[src/rtl/ds3_frame_sync_ctrl.sv]
// DS3 frame alignment controller: HUNT -> PRESYNC -> SYNC search on a serial bit stream.
// Define DS3_FSC_ERRCNT_EN to enable the saturating errored-FAW counter on faw_err_cnt.
module ds3_frame_sync_ctrl #(
  parameter int unsigned FRAME_LEN = 25,
  parameter logic [7:0]  FAW       = 8'b10011001,
  parameter int unsigned CONFIRM_N = 3,
  parameter int unsigned LOSS_N    = 4
) (
  input  logic       clk,
  input  logic       reset,
  input  logic       in,
  input  logic       bit_en,
  output logic [1:0] state,
  output logic       in_sync,
  output logic       frame_pulse,
  output logic [4:0] bit_pos,
  output logic [7:0] faw_err_cnt
);

  typedef enum logic [1:0] {
    HUNT    = 2'b00,
    PRESYNC = 2'b01,
    SYNC    = 2'b10
  } state_t;

  localparam logic [4:0] LAST_POS    = 5'(FRAME_LEN - 1);
  localparam logic [2:0] CONFIRM_CNT = 3'(CONFIRM_N);
  localparam logic [2:0] LOSS_CNT    = 3'(LOSS_N);

  state_t     r_state, w_state_next;
  logic [7:0] r_sr, w_sr_next;
  logic [4:0] r_bit_pos, w_bit_pos_next;
  logic [2:0] r_match_cnt, w_match_cnt_next;
  logic [2:0] r_miss_cnt, w_miss_cnt_next;
  logic       r_in_sync, r_frame_pulse, w_frame_pulse_next;
  logic       w_faw_hit, w_check;

  assign w_sr_next = {r_sr[6:0], in};
  assign w_faw_hit = (w_sr_next == FAW);
  assign w_check   = (r_bit_pos == LAST_POS);

  always_comb begin
    w_state_next       = r_state;
    w_bit_pos_next     = r_bit_pos;
    w_match_cnt_next   = r_match_cnt;
    w_miss_cnt_next    = r_miss_cnt;
    w_frame_pulse_next = 1'b0;
    if (bit_en) begin
      w_bit_pos_next = w_check ? 5'd0 : r_bit_pos + 5'd1;
      unique case (r_state)
        HUNT: begin
          w_bit_pos_next = 5'd0;
          if (w_faw_hit) begin
            w_state_next     = PRESYNC;
            w_match_cnt_next = 3'd1;
          end
        end
        PRESYNC: begin
          if (w_check) begin
            if (w_faw_hit) begin
              w_match_cnt_next = r_match_cnt + 3'd1;
              if (r_match_cnt + 3'd1 >= CONFIRM_CNT) begin
                w_state_next     = SYNC;
                w_match_cnt_next = CONFIRM_CNT;
                w_miss_cnt_next  = 3'd0;
              end
            end else begin
              w_state_next     = HUNT;
              w_match_cnt_next = 3'd0;
            end
          end
        end
        SYNC: begin
          if (w_check) begin
            w_frame_pulse_next = 1'b1;
            if (w_faw_hit) begin
              w_miss_cnt_next = 3'd0;
            end else if (r_miss_cnt + 3'd1 >= LOSS_CNT) begin
              // Loss of alignment drops all history so HUNT starts clean
              w_state_next     = HUNT;
              w_miss_cnt_next  = 3'd0;
              w_match_cnt_next = 3'd0;
            end else begin
              w_miss_cnt_next = r_miss_cnt + 3'd1;
            end
          end
        end
        default: begin
          w_state_next     = HUNT;
          w_bit_pos_next   = 5'd0;
          w_match_cnt_next = 3'd0;
          w_miss_cnt_next  = 3'd0;
        end
      endcase
    end
  end

  always_ff @(posedge clk) begin
    if (reset) begin
      r_state       <= HUNT;
      r_sr          <= 8'd0;
      r_bit_pos     <= 5'd0;
      r_match_cnt   <= 3'd0;
      r_miss_cnt    <= 3'd0;
      r_in_sync     <= 1'b0;
      r_frame_pulse <= 1'b0;
    end else begin
      r_frame_pulse <= w_frame_pulse_next;
      if (bit_en) begin
        r_state     <= w_state_next;
        r_sr        <= w_sr_next;
        r_bit_pos   <= w_bit_pos_next;
        r_match_cnt <= w_match_cnt_next;
        r_miss_cnt  <= w_miss_cnt_next;
        r_in_sync   <= (w_state_next == SYNC);
      end
    end
  end

`ifdef DS3_FSC_ERRCNT_EN
  logic [7:0] r_faw_err_cnt;
  logic       w_sync_miss;

  assign w_sync_miss = bit_en && (r_state == SYNC) && w_check && !w_faw_hit;

  always_ff @(posedge clk) begin
    if (reset) begin
      r_faw_err_cnt <= 8'd0;
    end else if (w_sync_miss && (r_faw_err_cnt != 8'hFF)) begin
      r_faw_err_cnt <= r_faw_err_cnt + 8'd1;
    end
  end

  assign faw_err_cnt = r_faw_err_cnt;
`else
  assign faw_err_cnt = 8'd0;
`endif

  assign state       = r_state;
  assign in_sync     = r_in_sync;
  assign frame_pulse = r_frame_pulse;
  assign bit_pos     = r_bit_pos;

endmodule

[config.mk]
export PLATFORM = sky130hd
export DESIGN_NAME = ds3_frame_sync_ctrl
export DESIGN_NICKNAME = d
export VERILOG_FILES = /design/src/rtl/ds3_frame_sync_ctrl.sv
export SDC_FILE = /design/constraint.sdc
export NUM_CORES = 1
export LEC_CHECK = 0
export ABC_AREA = 0
export CORE_MARGIN = 10
export CORE_UTILIZATION = 25
export DETAILED_ROUTE_END_ITERATION = 12
export SYNTH_ARGS = -nofsm -noshare
export SYNTH_HDL_FRONTEND = slang
export SYNTH_SLANG_ARGS = --single-unit
[constraint.sdc]
create_clock -name clk -period 2.2 [get_ports clk]
set_input_delay 0.55 -clock clk [delete_from_list [all_inputs] [get_ports clk]]
set_output_delay 0.55 -clock clk [all_outputs]
set_load 0.02 [all_outputs]
Word level (Yosys, flattened, before mapping):

Index checks and enable logic that the tools add are counted.

* flip-flop bits (word level): 22
* input bits: 4
* output and inout bits: 17
* word-level logic and storage cells: 59

* $add $sub $neg: 3
* $lt $le $gt $ge: 2
* equal/unequal tests: 12
* multiplexer cells: 27
* bitwise logic cells: 3
* reductions and logical operators: 5

Operator list (number)
* $mux 3: 13
* $pmux 3 s3: 2
* $mux 2: 8
* $ne 2x2->1 const B: 7
* $reduce_and 6->1: 2
* $mux 5: 2
* $eq 8x8->1 const B: 1
* $add 3x1->3 const B: 2
* $pmux 2 s3: 1
* $add 5x1->5 const B: 1
* $eq 5x5->1 const B: 1
* $eq 2x2->1 const B: 2
* $ge 3x2->1 const B: 1
* $ge 3x3->1 const B: 1
* $not 1->1: 3
* $reduce_or 3->1: 1
* $eq 2x1->1 const B: 1
* $logic_not 2->1: 1
* $reduce_or 2->1: 1
* $mux 1: 1

Logic depth before layout (Yosys ltp):

Gate-level depths: netlist (run 1).

* depth after elaboration: 8
* mapped depth: 7

Worst setup path after synthesis (run 1):

OpenSTA, ideal clock, no wires.

* path type: reg-to-reg
* start: reg r_state[0], in the netlist state[0]
* end: reg r_miss_cnt[0]
* setup time: 0.128 ns
* arrival time: 1.693 ns
* data required time: 2.072 ns
* setup slack: 0.380 ns
* stages on the path, launching flop included: 8
* buffers on the path: 0
* period minus slack after synthesis: 1.820 ns
* path through: dfxtp_1 -> inv_1 -> ha_1 -> nor2_1 -> o21ai_1 -> a211oi_1 -> mux2i_1 -> nor2_1

* cells in the longest elaborated chain, start to end: 3

Ends and longest elaborated chain
* start, declared: line 30 `state_t r_state, w_state_next;`
* start signal, assigned: line 110 `r_state <= w_state_next;`
* $eq 2x1->1 (tied with other cells): line 50 `unique case (r_state)`
* $ne 2x2->1 (no source line) / $not 1->1 (equally long branches)
* $reduce_and 6->1 (no source line)
* end signal, assigned: line 114 `r_miss_cnt <= w_miss_cnt_next;`
* end, declared: line 34 `logic [2:0] r_miss_cnt, w_miss_cnt_next;`

Several ways; a longest one is shown, not always the timed one.
A chain may end at the register's enable or synchronous reset.

Worst setup path in the final report (run 1):

* start: in in
* end: reg r_in_sync, in the netlist in_sync

* cells in the longest elaborated chain, start to end: 6

Ends and longest elaborated chain
* start, declared: line 11 `input logic in,`
* $eq 8x8->1 (*): line 39 `assign w_faw_hit = (w_sr_next == FAW);`
* $mux 2, on equally long branches: line 76, 60
* $mux 2, on equally long branches: line 74, 59
* $pmux 2 s3 (*): line 50
* $mux 2 (*): line 48 `if (bit_en) begin`
* $eq 2x2->1 (*): line 115 `r_in_sync <= (w_state_next == SYNC);`
* end signal, assigned: line 115
* end, declared: line 35 `logic r_in_sync, r_frame_pulse, w_frame_pulse_next;`

Every way passes the cells marked *; elsewhere a longest branch is shown, timed or not.

==> metrics.md, run 1 <==
| Metric | Value |
|---|---|
| Status | `finished, final reports clean` |
| Critical Path Fanout Max | `5` |
| Final Setup Violations | `0` |
| H-tree Lvls | `1` |
| Wirelength per Cell | `11.24 microns` |
| Final non-filler cell total | `225` |
| RR Startpoint | `r_match_cnt[0]$_SDFFE_PP0P_` |
| Post-CTS resize count | `0` |
| Global-route wire length before repair | `4429 microns` |
| Post-synth EDFFs | `0` |
| Maximum vdd drop | `0.0003682 V` |
| MaxCap Viol Count | `0` |
| Via count | `971` |
| Starting density of the core | `between 20% and 30%` |
| Largest net degree at the start of global routing | `14` |
| R2R Path End | `in_sync$_SDFFE_PP0P_` |
| Yosys top cell by area | `dfxtp_1` |
| Leakage Power | `slightly below 0.6 nW` |
| Clock Skews | `2.758 ps` |
| Vias in the first global route | `979` |
| Setup crit end | `in_sync$_SDFFE_PP0P_` |
| IO Pins | `21` |
| Finished Core Util | `about a third` |
| Worst path required time | `2380 ps` |
| Post-Route WL | `2530 microns` |
| # nets final | `172` |
| Worst-Skew Late Latency | `~260 ps` |
| Seq/Total Area, Yosys | `34.96%` |
| Die X | `90.99 microns` |
| Dpl hpwl | `1983 microns` |
| Yosys top cell area share | `34.96%` |
| DRC Markers | `0` |
| Worst path max stage delay | `500 ps` |
| Initial antenna violation count | `0` |
| Leading cell type in the layout, fill and taps excluded | `dfxtp_1` |
| Routability cong. | `0.8183` |
| Core footprint | `4817 sq um` |
| Main synth FF type | `dfxtp_1` |
| Port Buffers | `12` |
| Crit path from | `in` |
| Synth Cell Area | `1260 sq um` |
| Chip Height | `90.99 microns` |
| Layout cell share with drive strength beyond 1 | `approximately 12%` |
| Dominant cells by area after synthesis | `dfxtp_1, ha_1, mux2i_1, nor2_1, buf_4` |
| Area growth syn-to-layout | `21.45%` |
| R2r worst-path depth | `7` |
| Commonest non-fill, non-tap cells in the layout | `dfxtp_1, nor2_1, clkdlybuf4s50_1` |
| Final slew viol count | `0` |
| Inserted Diodes | `0` |
| Worst Hold Class | `flop to flop` |
| Num CTS Buffers | `3` |
| Avg Cell Area, Syn | `9.064 sq um` |
| Critical Path AT | `2250 ps` |
| Total Routing Usage GR | `6.209%` |
| Share of flip-flops with an asynchronous set or reset | `0%` |
| Final hold vios | `0` |
| Initial DRC Count | `41` |
| Max Clock Freq | `about 0.48 GHz` |
| Worst path cell trace | `clkdlybuf4s50_1 > and4bb_2 > nand3_2 > o31a_1 > a2111o_1 > o32ai_2` |
| Ys Warns | `0` |
| Fin crit period | `2073 ps` |
| Vias per std cell | `4.316` |
| CP Capture Type | `flop` |
| FF+latch count, synth | `22` |
| RSZ-0062 raised after global routing | `false` |
| 1st-pass router iterations | `4` |
| CTS tree | `built` |
| ANT nets after route | `0` |
| Area of the die | `8279 sq um` |
| Global route overflow | `0` |
| R2r setup slk | `250 ps` |
| Root buf cell | `clkbuf_8` |
| Critical path type | `input port to flop` |
| CTS max path bufs | `2` |
| Post-Synthesis Cells | `139` |
| Clock transition at the registers of the reported paths | `around 80 ps` |
| CTS sink cnt | `22` |
| Final worst-path cycle share | `94.24%` |
| Cell variety after synth | `42` |
| Worst path slowest cell | `clkdlybuf4s50_1` |
| Inst Count DP | `221` |
| Critical Path Source Type | `input port` |
| Power Density | `483.0 nW/um^2` |
| # hold bufs at CTS | `0` |
| Rows | `25` |
| Post-CTS setup buffer count | `0` |
==> worst max-delay path: cells and delay by family <==
kind                   cells  cell delay (ps)
AO/OA/AOI/OAI              3              800
buffers and inverters      1              500
AND/OR/NAND/NOR            2              400
==> state kept, by name, indices dropped and copies added, names as in the netlist <==
register,flops
in_sync,1
r_match_cnt,3
bit_pos,5
frame_pulse,1
state,2
r_sr,7
r_miss_cnt,3
==> stage by stage <==
step | hold WS [ps] | total power [W] | setup WS, ps | TNS (ps) | area, sq um
2_1_floorplan | 449.8 | 0.0004532 | 379.9 | 0 | 1286
3_3_place_gp | 464.5 | 0.0004574 | -108.0 | -289.7 | 1475
3_5_place_dp | 469.9 | 0.0004574 | -123.3 | -337.0 | 1475
4_1_cts | 481.6 | 0.0007536 | 136.2 | 0 | 1530
5_1_grt | 501.7 | 0.0007712 | 44.42 | 0 | 1530
6_report | 472.8 | 0.0007391 | 126.8 | 0 | 1530
==> logic make-up (layout without fill, tap and decap cells) <==
family                     count (synthesis)  in the layout  share of synthesized area [%]
buffers and inverters                     20             32                          8.342
AOI/OAI and AO/OA                         29             29                          17.08
other                                      1              8                         0.2976
muxes                                     10             10                          8.044
DFF                                       22             22                          34.96
adders and majority gates                  9              9                          8.938
xor gates and xnor gates                   4              4                          2.781
and+or+nand+nor                           44             44                          19.56
==> report_power, final <==
group,internal [W],switching (W)
sequential,0.000400,0.00000200
clock,0.000160,0.000131
combinational,0.0000156,0.0000312
total,0.000575,0.000164
==> cell type report <==
cell class / instances / area (sq um)
clock buffers: 4 / 55.05
fillers: 517 / 3287
inverters: 8 / 30.03
multi-input cells: 104 / 740.7
flip-flops and latches: 22 / 440.4
well taps: 67 / 83.83
repair buffers: 20 / 180.2
==> per-layer routing <==
metal | vias to the layer above | track usage (%) | wire length (microns)
met5 | - | 0 | 0
met4 | 0 | 1.697 | 19
met3 | 2 | 2.716 | 128
met2 | 17 | 9.129 | 1034
met1 | 435 | 8.026 | 1348
li1 | 517 | - | -
==> worst min path at each step <==
stage                                           from                          to  slack [ps]  depth (start not counted)
after floorplan           r_miss_cnt[1]$_SDFFE_PP0P_  r_miss_cnt[1]$_SDFFE_PP0P_         450                          2
after global placement    r_miss_cnt[1]$_SDFFE_PP0P_  r_miss_cnt[1]$_SDFFE_PP0P_         460                          2
after detailed placement  r_miss_cnt[1]$_SDFFE_PP0P_  r_miss_cnt[1]$_SDFFE_PP0P_         470                          2
after CTS                 r_miss_cnt[1]$_SDFFE_PP0P_  r_miss_cnt[1]$_SDFFE_PP0P_         480                          2
after global routing      r_miss_cnt[1]$_SDFFE_PP0P_  r_miss_cnt[1]$_SDFFE_PP0P_         500                          2
final                     r_miss_cnt[1]$_SDFFE_PP0P_  r_miss_cnt[1]$_SDFFE_PP0P_         470                          2
==> synthesized netlist by cell type (2+ instances only) <==
cell        n
buf_4       8
nand2b_1    2
o21ai_1     2
nand4bb_1   2
nor2_1     17
and4bb_2    2
clkbuf_1    3
nor3b_1     2
a21oi_1     6
nand4_1     2
a211oi_1    4
mux2i_1     9
o21ai_0     3
nand2_1     6
dfxtp_1    22
nand3_1     2
nor3_1      3
ha_1        9
inv_1       8
o21bai_1    2
a21o_1      2
xor2_1      3
Power figures use the tool's default switching activity.
==> inputs of run 2 (changes only) <==
==> constraint.sdc (replaced) <==
create_clock -name clk -period 2.2 [get_ports clk]
set_input_delay 0.44 -clock clk [delete_from_list [all_inputs] [get_ports clk]]
set_output_delay 0.44 -clock clk [all_outputs]
set_load 0.02 [all_outputs]
==> run 2 against run 1 <==
- combinational power hardly changed
- wire length rose by 0.36%
- via count is 2.6% higher
- largest power group unchanged
==> metrics.md, run 2 (synthesized netlist as in run 1, its figures left out) <==
| Metric | Value |
|---|---|
| Total Routing Usage GR | `6.261% (+0.052 points)` |
| ANT nets after route | `0 (unchanged)` |
| Hold Path Stages | `2 (unchanged)` |
| Core footprint | `4817 sq um (unchanged)` |
| Total power | `0.0008280 W (+12%)` |
| Global route overflow | `0 (unchanged)` |
| Largest net degree at the start of global routing | `14 (unchanged)` |
| Final hold vios | `0 (unchanged)` |
| DRC Markers | `0 (unchanged)` |
| Global-route wire length before repair | `4526 microns (+2.2%)` |
| Starting density of the core | `26.16% (unchanged)` |
| Post-route design area | `1546 sq um (+1.1%)` |
| Worst-Skew Late Latency | `270 ps (about the same)` |
| Multi-input gate area | `740.7 sq um (unchanged)` |
| # nets final | `172 (unchanged)` |
| Crit path from | `in` |
| Critical Path Fanout Max | `5 (unchanged)` |
| Chip Height | `90.99 microns (unchanged)` |
| Critical path type | `input port to flop` |
| Leakage Power | `0.5846 nW (+1.2%)` |
| RR Startpoint | `r_match_cnt[0]$_SDFFE_PP0P_` |
| CTS tree | `built` |
| 1st-pass router iterations | `4 (unchanged)` |
| Clock Skews | `5.081 ps (+2.324 ps)` |
| Die X | `90.99 microns (unchanged)` |
| Vias in the first global route | `1,007 (+2.9%)` |
| Worst path required time | `2380 ps (about the same)` |
| Max FFs per register | `7 (unchanged)` |
| R2r worst-path depth | `7 (unchanged)` |
| Hold Path Origin | `r_miss_cnt[1]$_SDFFE_PP0P_` |
| Commonest non-fill, non-tap cells in the layout | `dfxtp_1, nor2_1, clkdlybuf4s50_1` |
| Post-CTS resize count | `0 (unchanged)` |
| RSZ-0062 raised after global routing | `false` |
| Initial antenna violation count | `0 (unchanged)` |
| CP Capture Type | `flop` |
| Via count | `996 (+2.6%)` |
| Sequential cell area | `440.4 sq um (unchanged)` |
| Clock transition at the registers of the reported paths | `80 ps (about the same)` |
| Status | `finished, final reports clean` |
| Maximum vdd drop | `0.0003459 V (-6.1%)` |
| FILL cells | `511 (-1.2%)` |
| Worst Hold Class | `flop to flop` |
| Area growth syn-to-layout | `22.74%` |
| Wirelength per Cell | `11.28 microns (+0.36%)` |
| Fin crit period | `1967 ps (-106.3 ps)` |
| Inserted Diodes | `0 (unchanged)` |
| Setup TNS | `0 ps (unchanged)` |
| DP Area | `1475 sq um (unchanged)` |
| Critical Path Source Type | `input port` |
| Critical Path AT | `2150 ps (-100 ps)` |
| R2r setup slk | `230 ps (-20 ps)` |
| CTS max path bufs | `2 (unchanged)` |
| # hold bufs at CTS | `0 (unchanged)` |
| Num CTS Buffers | `3 (unchanged)` |
| Hold Path End | `r_miss_cnt[1]$_SDFFE_PP0P_` |
| Final slew viol count | `0 (unchanged)` |
| R2R Path End | `in_sync$_SDFFE_PP0P_` |
| Port Buffers | `12 (unchanged)` |
| H-tree Lvls | `1 (unchanged)` |
| Inst Count DP | `221 (unchanged)` |
| Layout cell share with drive strength beyond 1 | `12.03% (unchanged)` |
| Routability cong. | `0.8183 (unchanged)` |
| Initial DRC Count | `29 (-29%)` |
| Final Setup Violations | `0 (unchanged)` |
| IO Pins | `21 (unchanged)` |
| Rows | `25 (unchanged)` |
| Dpl hpwl | `2003 microns (+0.99%)` |
| Top reg by flops | `r_sr` |
| Final non-filler cell total | `225 (unchanged)` |
| MaxCap Viol Count | `0 (unchanged)` |
| Vias per std cell | `4.427 (+2.6%)` |
| Hold WS | `480.6 ps (+7.793 ps)` |
| Area of the die | `8279 sq um (unchanged)` |
| Post-Route WL | `2539 microns (+0.36%)` |
| Root buf cell | `clkbuf_8` |
| Final worst-path cycle share | `89.40% (-4.8 points)` |
| CTS sink cnt | `22 (unchanged)` |
| Power Density | `535.4 nW/um^2 (+11%)` |
| Max Clock Freq | `0.5084 GHz (+5.4%)` |
| Post-CTS setup buffer count | `0 (unchanged)` |
| Leading cell type in the layout, fill and taps excluded | `dfxtp_1` |
-- run 2: stage by stage --
stage               setup slack [ps]  utilization, %
floorplan                      379.9               -
detailed placement            -9.068           30.62
global placement               1.988           30.62
CTS                            246.7           32.10
global route                   90.75           32.10
finish                         233.1           32.10
-- run 2: worst max-delay path by stage --
stage,cells after the start,endpoint
6_report,6,in_sync$_SDFFE_PP0P_
4_1_cts,7,in_sync$_SDFFE_PP0P_
3_3_place_gp,6,in_sync$_SDFFE_PP0P_
3_5_place_dp,6,in_sync$_SDFFE_PP0P_
2_1_floorplan,7,r_miss_cnt[0]$_SDFFE_PP0P_
5_1_grt,7,in_sync$_SDFFE_PP0P_
-- run 2: worst max-delay path, cell delays in order --
cell	delay [ps]
clkdlybuf4s50_1	490
and4bb_2	320
nand3_2	100
o31a_1	310
a2111o_1	400
o32ai_2	90
-- run 2: area by class of cell --
type	count	share of cell area, %
Inverter	8	1.942
Clock inverter	1	1.942
Timing Repair Buffer	20	11.65
Tap cell	67	5.421
Clock buffer	3	2.670
Multi-Input combinational cell	104	47.90
Sequential cell	22	28.48
-- run 2: routing by layer --
layer | share of wire (%) | vias to the layer above | track usage [%]
li1 | - | 516 | -
met1 | 50 | 451 | 7.936
met2 | 43 | 25 | 9.248
met3 | 5.9 | 4 | 2.798
met4 | 1.4 | 0 | 1.958
met5 | 0 | - | 0
-- run 2: power breakdown --
part	switching, W	internal [W]	leakage [nW]
clock network	0.000136	0.000243	0.0357
registers	0.00000195	0.000400	0.177
logic	0.0000313	0.0000156	0.371
total	0.000169	0.000659	0.585
==> inputs of run 3 (changes only) <==
--- a/config.mk
+++ b/config.mk
@@ -6,9 +6,11 @@
 export NUM_CORES = 1
 export LEC_CHECK = 0
 export ABC_AREA = 0
+export ABC_CLOCK_PERIOD_IN_PS = 2200
 export CORE_MARGIN = 10
 export CORE_UTILIZATION = 25
 export DETAILED_ROUTE_END_ITERATION = 12
+export MAX_ROUTING_LAYER = met4
 export SYNTH_ARGS = -nofsm -noshare
 export SYNTH_HDL_FRONTEND = slang
 export SYNTH_SLANG_ARGS = --single-unit
==> constraint.sdc (replaced) <==
create_clock -name clk -period 2.2 [get_ports clk]
set_input_delay 0.22 -clock clk [delete_from_list [all_inputs] [get_ports clk]]
set_output_delay 0.22 -clock clk [all_outputs]
set_load 0.02 [all_outputs]
==> run 3 against run 2 <==
- critical path depth is 1 higher
- die area did not move
- global-route usage increased by 0.27 points
- total power fell by 10%
- utilization fell by 0.81 points
- first-iteration DRC count rose to 4.4 times the previous value
- count of clock-buffer cells in the layout up 1
- via count decreased by 0.70%
- combinational power shrank 3%
- non-clock buffer count fell by 3
- final cell count shrank 1.3%
- critical endpoint unchanged
- largest power group unchanged
==> metrics.md, run 3 (synthesized netlist as in run 1, its figures left out) <==
| Metric | Value |
|---|---|
| Status | `finished, final reports clean` |
| Post-CTS resize count | `0 (unchanged)` |
| Internal Power | `0.0005742 W (-13%)` |
| Starting density of the core | `26.16% (unchanged)` |
| ANT nets after route | `0 (unchanged)` |
| Wirelength per Cell | `11.53 microns (+2.1%)` |
| Layout cell share with drive strength beyond 1 | `10.32% (-1.7 points)` |
| Sw frac | `22.61% (+2.2 points)` |
| Total power | `0.0007420 W (-10%)` |
| Rows | `25 (unchanged)` |
| Commonest non-fill, non-tap cells in the layout | `dfxtp_1, nor2_1, clkdlybuf4s50_1` |
| Critical Path AT | `2140 ps (about the same)` |
| Vias per std cell | `4.455 (+0.64%)` |
| MaxCap Viol Count | `0 (unchanged)` |
| Dpl hpwl | `1998 microns (-0.22%)` |
| Initial antenna violation count | `0 (unchanged)` |
| Critical path type | `flop to flop` |
| Finished Core Util | `31.30% (-0.81 points)` |
| Area of the die | `8279 sq um (unchanged)` |
| P_sw | `0.0001677 W (-0.91%)` |
| Fin crit period | `1954 ps (-13.25 ps)` |
| Worst Hold Class | `flop to flop` |
| Clock Skews | `3.434 ps (-1.648 ps)` |
| Die X | `90.99 microns (unchanged)` |
| Leading cell type in the layout, fill and taps excluded | `dfxtp_1` |
| Area growth syn-to-layout | `19.66%` |
| Vias in the first global route | `910 (-9.6%)` |
| Global route overflow | `0 (unchanged)` |
| Core footprint | `4817 sq um (unchanged)` |
| Initial DRC Count | `129 (+340%)` |
| CP Capture Type | `flop` |
| Worst path required time | `2390 ps (about the same)` |
| Inserted Diodes | `0 (unchanged)` |
| Power Density | `492.1 nW/um^2 (-8.1%)` |
| CTS tree | `built` |
| Final hold vios | `0 (unchanged)` |
| Critical Path Source Type | `flop` |
| Port Buffers | `12 (unchanged)` |
| Top reg by flops | `r_sr` |
| H-tree Lvls | `1 (unchanged)` |
| Hold Path Origin | `r_miss_cnt[1]$_SDFFE_PP0P_` |
| Final worst-path cycle share | `88.80% (-0.60 points)` |
| Num CTS Buffers | `3 (unchanged)` |
| Maximum vdd drop | `0.0002612 V (-24%)` |
| Final Setup Violations | `0 (unchanged)` |
| RR Startpoint | `r_match_cnt[0]$_SDFFE_PP0P_` |
| Leakage Power | `0.5632 nW (-3.7%)` |
| Sequential power share | `54.2% (+5.7 points)` |
| Routability cong. | `0.8121 (-0.76%)` |
| Chip Height | `90.99 microns (unchanged)` |
| Final slew viol count | `0 (unchanged)` |
| Post-CTS setup buffer count | `0 (unchanged)` |
| # nets final | `169 (-1.7%)` |
| Final non-filler cell total | `222 (-1.3%)` |
| Post-Route WL | `2559 microns (+0.79%)` |
| Max Clock Freq | `0.5119 GHz (+0.68%)` |
| Worst-Skew Late Latency | `270 ps (about the same)` |
| CTS max path bufs | `2 (unchanged)` |
| Root buf cell | `clkbuf_8` |
| Global-route wire length before repair | `4429 microns (-2.1%)` |
| # hold bufs at CTS | `0 (unchanged)` |
| 1st-pass router iterations | `4 (unchanged)` |
| Max FFs per register | `7 (unchanged)` |
| Crit path from | `r_match_cnt[0]$_SDFFE_PP0P_` |
| CTS sink cnt | `22 (unchanged)` |
| Clock power frac | `39.7% (-6.1 points)` |
| Inst Count DP | `218 (-1.4%)` |
| Critical Path Fanout Max | `4 (-1)` |
| Total Routing Usage GR | `6.527% (+0.27 points)` |
| Comb pwr share | `6.1% (+0.4 points)` |
| Largest net degree at the start of global routing | `15 (+1)` |
| DRC Markers | `0 (unchanged)` |
| Via count | `989 (-0.70%)` |
| Setup TNS | `0 ps (unchanged)` |
| RSZ-0062 raised after global routing | `false` |
| IO Pins | `21 (unchanged)` |
| Clock transition at the registers of the reported paths | `80 ps (about the same)` |
-- run 3: power groups by stage --
stage / sequential (W) / clock (W) / combinational (W)
floorplan: 0.000411 / 0 / 0.0000424
global placement: 0.000411 / 0 / 0.0000449
detailed placement: 0.000411 / 0 / 0.0000447
CTS: 0.000402 / 0.000309 / 0.0000450
global route: 0.000403 / 0.000327 / 0.0000495
finish: 0.000402 / 0.000295 / 0.0000453
-- run 3: routing by layer --
metal	vias up	wire length [microns]	GRT usage (%)
li1	511	-	-
met1	448	1349	8.589
met2	25	1017	8.413
met3	5	151	2.716
met4	0	41	2.742
met5	-	0	-
-- run 3: worst paths after layout --
kind,to,slack (ps),depth (start not counted)
max,in_sync$_SDFFE_PP0P_,250,7
min,r_miss_cnt[1]$_SDFFE_PP0P_,480,2
max reg2reg,in_sync$_SDFFE_PP0P_,250,7
min reg2reg,r_miss_cnt[1]$_SDFFE_PP0P_,480,2
-- run 3: final cells by class --
class | count | area, sq um
Inverter | 8 | 30.03
Tap cell | 67 | 83.83
Sequential cell | 22 | 440.4
Fill cell | 526 | 3309
Timing Repair Buffer | 17 | 157.7
Clock buffer | 4 | 55.05
Multi-Input combinational cell | 104 | 740.7
-- run 3: through the flow --
step,hold slack (ps),setup slack [ps],area [sq um]
floorplan,291.6,379.9,1286
global placement,462.5,215.2,1453
detailed placement,466.7,193.4,1453
CTS,480.9,247.3,1508
global route,512.5,116.9,1508
finish,477.2,246.4,1508
-- run 3: worst max-delay path, cell delays in order (launching register included) --
cell and delay, ps:
dfxtp_1 390, inv_1 80, ha_1 310, o21bai_1 250
nor2_1 90, o31a_1 270, a2111o_1 400, o32ai_2 90
